## src/rtl/timer_pkg.sv

```systemverilog
// Shared definitions for the memory-mapped down-counting timer.
// The bridge reuses the register offsets when decoding its device ranges.
package timer_pkg;

    localparam logic [1:0] OFF_CTRL   = 2'b00;
    localparam logic [1:0] OFF_PRESET = 2'b01;
    localparam logic [1:0] OFF_COUNT  = 2'b10;

    typedef enum logic [1:0] {
        ST_IDLE = 2'b00,
        ST_LOAD = 2'b01,
        ST_CNT  = 2'b10,
        ST_INT  = 2'b11
    } state_t;

    localparam logic [1:0] MODE_ONESHOT = 2'b00;
    localparam logic [1:0] MODE_RELOAD  = 2'b01;

    localparam int CTRL_EN      = 0;
    localparam int CTRL_MODE_LO = 1;
    localparam int CTRL_MODE_HI = 2;
    localparam int CTRL_IM      = 3;

    // Modes 2'b1x fall back to one-shot behaviour.
    function automatic logic is_reload(input logic [1:0] mode);
        return (mode == MODE_RELOAD);
    endfunction

endpackage

```

## src/rtl/timer_dev.sv

```systemverilog
// Down-counting timer responder: CTRL/PRESET/COUNT register file, run-control FSM,
// combinational read mux and a registered interrupt line.
module timer_dev
    import timer_pkg::*;
#(
    parameter logic [31:0] PRESET_RST = 32'h0,
    parameter int          CNT_W      = 32
) (
    input  logic        clk,
    input  logic        reset,
    input  logic [31:0] Addr,
    input  logic        WE,
    input  logic [31:0] Din,
    output logic [31:0] Dout,
    output logic        IRQ
);

    logic [3:0]       ctrl_reg;
    logic [CNT_W-1:0] preset_reg;
    logic [CNT_W-1:0] count_reg;
    state_t           state_reg;
    logic             irq_flag_reg;
    logic             irq_reg;

    logic [1:0] reg_sel;
    logic       ctrl_wr;
    logic       preset_wr;
    logic       unused_bits;

    assign reg_sel     = Addr[3:2];
    assign ctrl_wr     = WE && (reg_sel == OFF_CTRL);
    assign preset_wr   = WE && (reg_sel == OFF_PRESET);
    assign unused_bits = ^{Addr[31:4], Addr[1:0], Din};

    always_ff @(posedge clk) begin
        if (reset) begin
            ctrl_reg     <= 4'b0;
            preset_reg   <= PRESET_RST[CNT_W-1:0];
            count_reg    <= '0;
            state_reg    <= ST_IDLE;
            irq_flag_reg <= 1'b0;
            irq_reg      <= 1'b0;
        end else begin
            irq_reg <= irq_flag_reg & ctrl_reg[CTRL_IM];

            if (ctrl_wr)
                ctrl_reg <= Din[3:0];
            if (preset_wr)
                preset_reg <= Din[CNT_W-1:0];

            case (state_reg)
                ST_IDLE: begin
                    if (ctrl_reg[CTRL_EN])
                        state_reg <= ST_LOAD;
                end
                ST_LOAD: begin
                    count_reg <= preset_reg;
                    state_reg <= ST_CNT;
                end
                ST_CNT: begin
                    // Zero is caught here before any subtraction, so COUNT never wraps.
                    if (!ctrl_reg[CTRL_EN]) begin
                        state_reg <= ST_IDLE;
                    end else if (count_reg == '0) begin
                        state_reg    <= ST_INT;
                        irq_flag_reg <= 1'b1;
                    end else begin
                        count_reg <= count_reg - CNT_W'(1);
                    end
                end
                ST_INT: begin
                    state_reg <= ST_IDLE;
                    if (is_reload(ctrl_reg[CTRL_MODE_HI:CTRL_MODE_LO]))
                        irq_flag_reg <= 1'b0;
                    else if (!ctrl_wr)
                        ctrl_reg[CTRL_EN] <= 1'b0;
                end
                default: state_reg <= ST_IDLE;
            endcase

            // A CPU write to CTRL or PRESET acknowledges the interrupt and takes priority.
            if (ctrl_wr || preset_wr)
                irq_flag_reg <= 1'b0;
        end
    end

    always_comb begin
        Dout = 32'h0;
        case (reg_sel)
            OFF_CTRL:   Dout = {28'b0, ctrl_reg};
            OFF_PRESET: Dout = 32'(preset_reg);
            OFF_COUNT:  Dout = 32'(count_reg);
            default:    Dout = 32'h0;
        endcase
    end

    assign IRQ = irq_reg;

endmodule

```

## config.mk

```make
export PLATFORM = sky130hd
export DESIGN_NAME = timer_dev
export DESIGN_NICKNAME = d
export VERILOG_FILES = /design/src/rtl/timer_pkg.sv /design/src/rtl/timer_dev.sv
export SDC_FILE = /design/constraint.sdc
export NUM_CORES = 1
export LEC_CHECK = 0
export CAP_MARGIN = 20
export CORE_UTILIZATION = 35
export DETAILED_ROUTE_END_ITERATION = 12
export GPL_ROUTABILITY_DRIVEN = 0
export PLACE_DENSITY = 0.6
export SETUP_SLACK_MARGIN = 0.2
export SYNTH_ARGS = -nofsm -noshare
export SYNTH_HDL_FRONTEND = slang
export SYNTH_SLANG_ARGS = --single-unit
```

## constraint.sdc

```tcl
create_clock -name clk -period 2.8 [get_ports clk]
set_input_delay 0.28 -clock clk [delete_from_list [all_inputs] [get_ports clk]]
set_output_delay 0.28 -clock clk [all_outputs]
set_load 0.005 [all_outputs]
```

==> load_flow_metrics.sql, run 1 <==
INSERT INTO impl_metrics (metric_group, metric, value, unit) VALUES
('outcome', 'result_of_the_run', 'finished, violations left', ''),
('outcome', 'failed_checks', 'DRC', ''),
('place', 'hpwlAfterDp', '8660', 'µm'),
('synth', 'synth-seq-cells', '72', ''),
('detailed_routing', 'drtIter0Drc', '284', ''),
('detailed_routing', 'final_routed_wire_length_divided_by_cell_count', '17.9', 'µm'),
('clocking', 'postCtsSetupRepairBufs', '0', ''),
('power', 'p_leak', '1.86', 'nW'),
('timing', 'tightestPinTransition', '0.915', 'ns'),
('detailed_routing', 'routed.top_layer', 'met4', ''),
('layout', 'final_design_area_no_fill', '5280', 'µm²'),
('timing', 'clock_skew', '0.00792', 'ns'),
('global_route', 'overflow', '0', ''),
('layout', 'layout-area-overhead-vs-synth', '27.0', '%'),
('power', 'maximum_vdd_drop', '0.000274', 'V'),
('power', 'design_power_total', '0.00268', 'W'),
('clocking', 'clock-sinks', '72', ''),
('clocking', 'post_cts_hold_buffer_count', '0', ''),
('worst_setup_path', 'crit_chain', 'clkdlybuf4s50_1, nor2b_2, buf_12, a22o_1, clkdlybuf4s50_1', ''),
('global_route', 'antenna_violations_before_repair', '0', ''),
('place', 'placed_cell_area', '4960', 'µm²'),
('worst_setup_path', 'worst_path_largest_cell_delay', '0.67', 'ns'),
('layout', 'nFillCells', '1150', ''),
('layout', 'most_frequent_cells_in_the_layout', 'nand2_1, dfxtp_1, clkdlybuf4s50_1', ''),
('detailed_routing', 'drt-met1-wl', '6020', 'µm'),
('floorplan', 'std_cell_rows', '39', ''),
('worst_setup_path', 'critical_path.top_delay_family', 'buffers and inverters', ''),
('floorplan', 'core_area', '11500', 'µm²'),
('synth', 'ys_types', '58', ''),
('floorplan', 'floorplan.die_area', '12300', 'µm²'),
('global_route', 'overall_global_routing_usage', '0.218', ''),
('synth', 'syn-num-nets', '594', ''),
('timing', 'worst_slew_margin_rel', '0.389', ''),
('global_route', 'largest_net_degree_at_the_start_of_global_routing', '69', ''),
('floorplan', 'floorplan.die.width', '111', 'µm'),
('layout', 'final_common_cell', 'nand2_1', ''),
('worst_setup_path', 'crit_path_start_kind', 'input pin', ''),
('synth', 'synth-main-ff-cell', 'dfxtp_1', ''),
('timing', 'finalWorstPathRequiredPeriod', '2.44', 'ns'),
('global_route', 'grt_first_pass_wirelength', '21500', 'µm'),
('worst_setup_path', 'critical_path_buf_inv_count', '3', ''),
('synth', 'edff_count_synth', '0', ''),
('detailed_routing', 'routed-wl-met3', '898', 'µm'),
('detailed_routing', 'vias_post_dr', '4287', ''),
('floorplan', 'io-pin-count', '100', ''),
('timing', 'peak_freq', '409', 'MHz'),
('clocking', 'number_of_gates_resized_after_cts', '0', ''),
('timing', 'timing.setup.tns', '0', 'ns'),
('synth', 'synth_area', '4160', 'µm²'),
('detailed_routing', 'drtAntennaViolNets', '0', ''),
('global_route', 'number_of_global_route_vias_before_repair', '4089', ''),
('layout', 'drive_above_1_share', '0.0981', ''),
('floorplan', 'initial_core_util', '0.361', ''),
('worst_setup_path', 'slowest_stage', 'clkdlybuf4s50_1', ''),
('worst_setup_path', 'worst_ep_arrival_time', '2.16', 'ns'),
('detailed_routing', 'routed_wl', '13000', 'µm'),
('timing', 'finalMaxSlewViolations', '0', ''),
('worst_setup_path', 'crit_path_end_kind', 'output port', ''),
('floorplan', 'dieHeight', '111', 'µm'),
('detailed_routing', 'detailroute.wirelength.met2', '5870', 'µm'),
('place', 'port_buffers', '69', ''),
('detailed_routing', 'remaining_drc_errors', '4', ''),
('clocking', 'cts_tree', 'done', ''),
('timing', 'final.hold.worst_slack', '0.471', 'ns'),
('clocking', 'cts.clk_slew.worst_paths', '0.06', 'ns'),
('timing', 'report.final.hold_viol_count', '0', ''),
('clocking', 'numCtsBuffers', '9', ''),
('synth', 'async_reset_ff_frac', '0', ''),
('worst_setup_path', 'criticalPathCategory', 'in -> out', ''),
('worst_setup_path', 'critical_path.most_common_cell', 'clkdlybuf4s50_1', ''),
('synth', 'synth.avg_cell_area', '7.90', 'µm²');
==> kinds of logic (layout without fill, tap and decap cells) <==
family / after synthesis / in the layout / synth area share
flip-flops: 72 / 72 / 0.347
multiplexers: 7 / 7 / 0.0169
AO/OA/AOI/OAI: 180 / 180 / 0.308
adder cells (fa/ha/maj): 1 / 1 / 0.00301
AND/OR/NAND/NOR: 210 / 210 / 0.262
buffers and inverters: 56 / 111 / 0.0638
==> synth_stat cells, types with 3 or more instances <==
cell      instances  area (µm²)
buf_4             4        30.0
mux2i_1           7        70.1
clkbuf_1         34         128
a32oi_1           5        43.8
buf_2             5        25.0
nor2_1           29         109
a22o_1           28         245
o31a_1            5        43.8
nand3_1          10        50.1
nand4_1           7        43.8
nor4_4            4        85.1
nor4_1            5        31.3
a211o_1           4        35.0
buf_6             4        45.0
inv_1             5        18.8
dfxtp_1          72        1440
nand2_1          96         360
a22oi_1           3        22.5
a21oi_1          61         305
nor3_1           17        85.1
nor2b_1           8        50.1
buf_1             3        11.3
o31ai_1          21         158
or3_1             4        25.0
o311ai_1          6        52.6
a211oi_1          7        52.6
nand2b_1          3        18.8
and3_1            5        31.3
o21ai_0           7        35.0
a31oi_1           6        37.5
o32ai_1          10        87.6
o311ai_0          8        70.1
and2_1            3        18.8
==> final timing paths <==
| check | startpoint | cells past startpoint | slack [ns] | end |
|---|---|---|---|---|
| min | preset_reg[18] | 2 | 0.47 | preset_reg[18] |
| max | Addr[3] | 5 | 0.36 | Dout[23] |
| min reg2reg | preset_reg[18] | 2 | 0.47 | preset_reg[18] |
| max reg2reg | count_reg[18] | 5 | 0.38 | count_reg[25] |
==> where the power goes <==
part           internal, W  total (W)  switching, W
clock             0.000803    0.00126      0.000452
sequential         0.00104    0.00106     0.0000193
combinational     0.000151   0.000356      0.000205
total              0.00200    0.00268      0.000676
==> area by class of cell <==
cell class | instances | area [µm²] | share of cell area
Clock buffer | 11 | 243 | 0.0460
Clock inverter | 5 | 80.1 | 0.0152
Inverter | 5 | 18.8 | 0.00356
Multi-Input combinational cell | 398 | 2460 | 0.466
Sequential cell | 72 | 1440 | 0.273
Tap cell | 143 | 179 | 0.0339
Timing Repair Buffer | 90 | 856 | 0.162
==> routing by layer <==
| layer | GRT usage | vias up |
|---|---|---|
| li1 | - | 2074 |
| met1 | 0.302 | 2027 |
| met2 | 0.350 | 169 |
| met3 | 0.0306 | 17 |
| met4 | 0.0685 | 0 |
| met5 | 0 | - |
==> worst reg2reg max path: stages (launching register included) <==
cell	delay, ns
dfxtp_1	0.36
nor3_1	0.45
nand4_1	0.39
or4_1	0.60
nand2_4	0.32
o32ai_1	0.16
==> stage by stage <==
step | std cells | worst slack, ns | utilization
final | 724 | 0.358 | 0.458
after global routing | 724 | 0.265 | 0.458
after CTS | 724 | 0.364 | 0.458
after detailed placement | 708 | 0.361 | 0.430
after global placement | 708 | 0.372 | 0.430
after floorplan | 526 | 0.632 | -
No activity file was read; power rests on OpenSTA's default activity.
==> run 2, diff against run 1 <==
Clock period 2.8 ns to 2.3 ns, I/O delays scaled along.
==> run 2 against run 1 <==
Effect of this change: the run still ends with DRC left; non-clock buffer count rose by 39; clock-buffer cell count up 1; power is 29% higher; clock skew down 0.00060 ns; final cell count rose by 5.4%; critical path depth stayed put; combinational power grew 53%; routed wire length increased by 7.3%; via count up 3.9%; global-route usage up 0.48 points; critical path type is now reg -> reg; largest cell class unchanged.
==> load_flow_metrics.sql, run 2 (synthesized netlist as in run 1, its figures left out) <==
INSERT INTO impl_metrics (metric_group, metric, value, unit) VALUES
('clocking', 'cts.clk_slew.worst_paths', '0.06', 'ns'),
('global_route', 'grt_first_pass_wirelength', '21800', 'µm'),
('detailed_routing', 'remaining_drc_errors', '6', ''),
('timing', 'final_min_period_over_clock_period', '0.905', ''),
('worst_setup_path', 'r2r.worst_path.cells', '5', ''),
('worst_setup_path', 'critical_path_required', '2.53', 'ns'),
('power', 'power_per_cell_area', '588', 'nW/µm²'),
('timing', 'clock_skew', '0.00732', 'ns'),
('power', 'p_leak', '2.17', 'nW'),
('flow_run', 'maxCapViolCount', '0', ''),
('clocking', 'numCtsBuffers', '9', ''),
('layout', 'layout.core_utilization', '0.509', ''),
('place', 'port_buffers', '69', ''),
('timing', 'setup_viol_count_final', '0', ''),
('layout', 'layout-area-overhead-vs-synth', '41.0', '%'),
('worst_setup_path', 'criticalPathCategory', 'reg -> reg', ''),
('worst_setup_path', 'regToRegSetupSlack', '0.22', 'ns'),
('detailed_routing', 'vias_post_dr', '4455', ''),
('global_route', 'antenna_violations_before_repair', '0', ''),
('timing', 'peak_freq', '480', 'MHz'),
('worst_setup_path', 'slowest_stage', 'or4_4', ''),
('layout', 'nFillCells', '1098', ''),
('layout', 'final_common_cell', 'nand2_1', ''),
('place', 'hpwlAfterDp', '9090', 'µm'),
('layout', 'final-instance-count-excl-fill', '763', ''),
('global_route', 'number_of_global_route_vias_before_repair', '4186', ''),
('floorplan', 'std_cell_rows', '39', ''),
('outcome', 'failed_checks', 'DRC', ''),
('clocking', 'cts_tree', 'done', ''),
('place', 'numPlacedInstances', '729', ''),
('outcome', 'result_of_the_run', 'finished, violations left', ''),
('timing', 'timing.setup.tns', '0', 'ns'),
('floorplan', 'floorplan.die.width', '111', 'µm'),
('detailed_routing', 'final_routed_wire_length_divided_by_cell_count', '18.2', 'µm'),
('timing', 'setup_repair_after_global_routing_missed_its_margin', 'yes', ''),
('layout', 'most_frequent_cells_in_the_layout', 'nand2_1, dfxtp_1, clkdlybuf4s50_1', ''),
('detailed_routing', 'drtAntennaViolNets', '0', ''),
('floorplan', 'dieHeight', '111', 'µm'),
('clocking', 'clock-sinks', '72', ''),
('power', 'design_power_total', '0.00345', 'W'),
('worst_setup_path', 'critPathMaxFanout', '7', ''),
('worst_setup_path', 'crit_path_end', 'count_reg[31]', ''),
('detailed_routing', 'vias_per_cell', '5.84', ''),
('worst_setup_path', 'crit_path_start_kind', 'register', ''),
('clocking', 'clock_insertion_delay_worst_skew', '0.34', 'ns'),
('timing', 'tightestPinTransition', '0.891', 'ns'),
('detailed_routing', 'routed_wl', '13900', 'µm'),
('detailed_routing', 'drtIter0Drc', '234', ''),
('hold_path', 'min-delay-path-class', 'in -> reg', ''),
('detailed_routing', 'drtPass1Iterations', '9', ''),
('worst_setup_path', 'crit_path_end_kind', 'register', ''),
('floorplan', 'floorplan.die_area', '12300', 'µm²'),
('clocking', 'clock_tree.root_cell', 'clkbuf_16', ''),
('worst_setup_path', 'worst_ep_arrival_time', '2.32', 'ns'),
('timing', 'finalMaxSlewViolations', '0', ''),
('layout', 'drive_above_1_share', '0.194', ''),
('timing', 'report.final.hold_viol_count', '0', ''),
('floorplan', 'initial_core_util', '0.361', ''),
('floorplan', 'core_area', '11500', 'µm²'),
('clocking', 'maximum_count_of_clock_buffers_along_a_single_path', '2', ''),
('floorplan', 'io-pin-count', '100', ''),
('worst_setup_path', 'crit_path_start', 'count_reg[16]', ''),
('global_route', 'overall_global_routing_usage', '0.223', ''),
('global_route', 'largest_net_degree_at_the_start_of_global_routing', '69', ''),
('worst_setup_path', 'r2r_start', 'count_reg[16]', ''),
('power', 'maximum_vdd_drop', '0.000294', 'V'),
('timing', 'finalWorstPathRequiredPeriod', '2.08', 'ns'),
('worst_setup_path', 'crit_chain', 'nor3_1, nand3_1, or4_4, o311a_1, a211o_1', ''),
('global_route', 'overflow', '0', ''),
('worst_setup_path', 'crit-reg2reg-capture', 'count_reg[31]', ''),
('layout', 'n_antenna_cell', '0', ''),
('layout', 'finish.net_count', '683', ''),
('clocking', 'clock_tree.htree_level_count', '3', ''),
('worst_setup_path', 'worst_path_largest_cell_delay', '0.55', 'ns'),
('clocking', 'post_cts_hold_buffer_count', '0', ''),
('timing', 'worst_slew_margin_rel', '0.405', '');
==> run 2: final cells by class <==
type	count	area, µm²	share of cell area
multi-input combinational	398	2590	0.442
sequential	72	1450	0.247
timing repair buffer	129	1280	0.219
clock buffer	12	267	0.0455
tap	143	179	0.0305
clock inverter	4	75.1	0.0128
inverter	5	18.8	0.00320
==> run 2: power breakdown <==
| group | internal (W) | switching [W] |
|---|---|---|
| logic | 0.000263 | 0.000283 |
| registers | 0.00127 | 0.0000236 |
| clock network | 0.00104 | 0.000565 |
| total | 0.00257 | 0.000871 |
==> run 2: what timing repair did <==
item                       in CTS  in global routing
pin swaps                       4                 13
resized for setup               8                 35
setup endpoints to repair      20                 30
gates cloned                    1                  3
buffers inserted                3                 11
==> run 2: worst max-delay path: cells and delay by family, from the launching register on <==
family | cells | cell delay [ns]
AO/OA/AOI/OAI | 2 | 0.56
flip-flops | 1 | 0.40
AND/OR/NAND/NOR | 3 | 1.02
==> run 2: worst min path at each step <==
| stage | start | endpoint | slack (ns) | depth (start not counted) |
|---|---|---|---|---|
| 4_1_cts | reset | preset_reg[24] | 0.39 | 3 |
| 5_1_grt | reset | preset_reg[30] | 0.42 | 3 |
| 2_1_floorplan | Din[27] | preset_reg[27] | 0.37 | 2 |
| 3_5_place_dp | preset_reg[16] | preset_reg[16] | 0.46 | 2 |
| 3_3_place_gp | preset_reg[4] | preset_reg[4] | 0.46 | 2 |
| 6_report | reset | preset_reg[25] | 0.39 | 3 |
==> run 2: per-stage QoR <==
| stage | setup WS (ns) | hold slack [ns] | area (µm²) |
|---|---|---|---|
| 2_1_floorplan | 0.212 | 0.366 | 4170 |
| 3_3_place_gp | 0.148 | 0.464 | 5170 |
| 3_5_place_dp | 0.143 | 0.463 | 5170 |
| 4_1_cts | 0.186 | 0.387 | 5610 |
| 5_1_grt | 0.157 | 0.416 | 5860 |
| 6_report | 0.218 | 0.394 | 5860 |
==> run 2: layer usage <==
metal | wire [µm] | GRT usage | up-vias
met5 | 0 | 0 | -
met3 | 939 | 0.0454 | 25
met1 | 6210 | 0.295 | 2113
li1 | - | - | 2155
met4 | 346 | 0.0858 | 0
met2 | 6410 | 0.356 | 162
==> run 3, diff against run 2 <==
Settings changed: PLACE_DENSITY 0.6 to default.
==> results of run 3 <==
No change in the layout: final DEF, timing and power equal those of run 2.
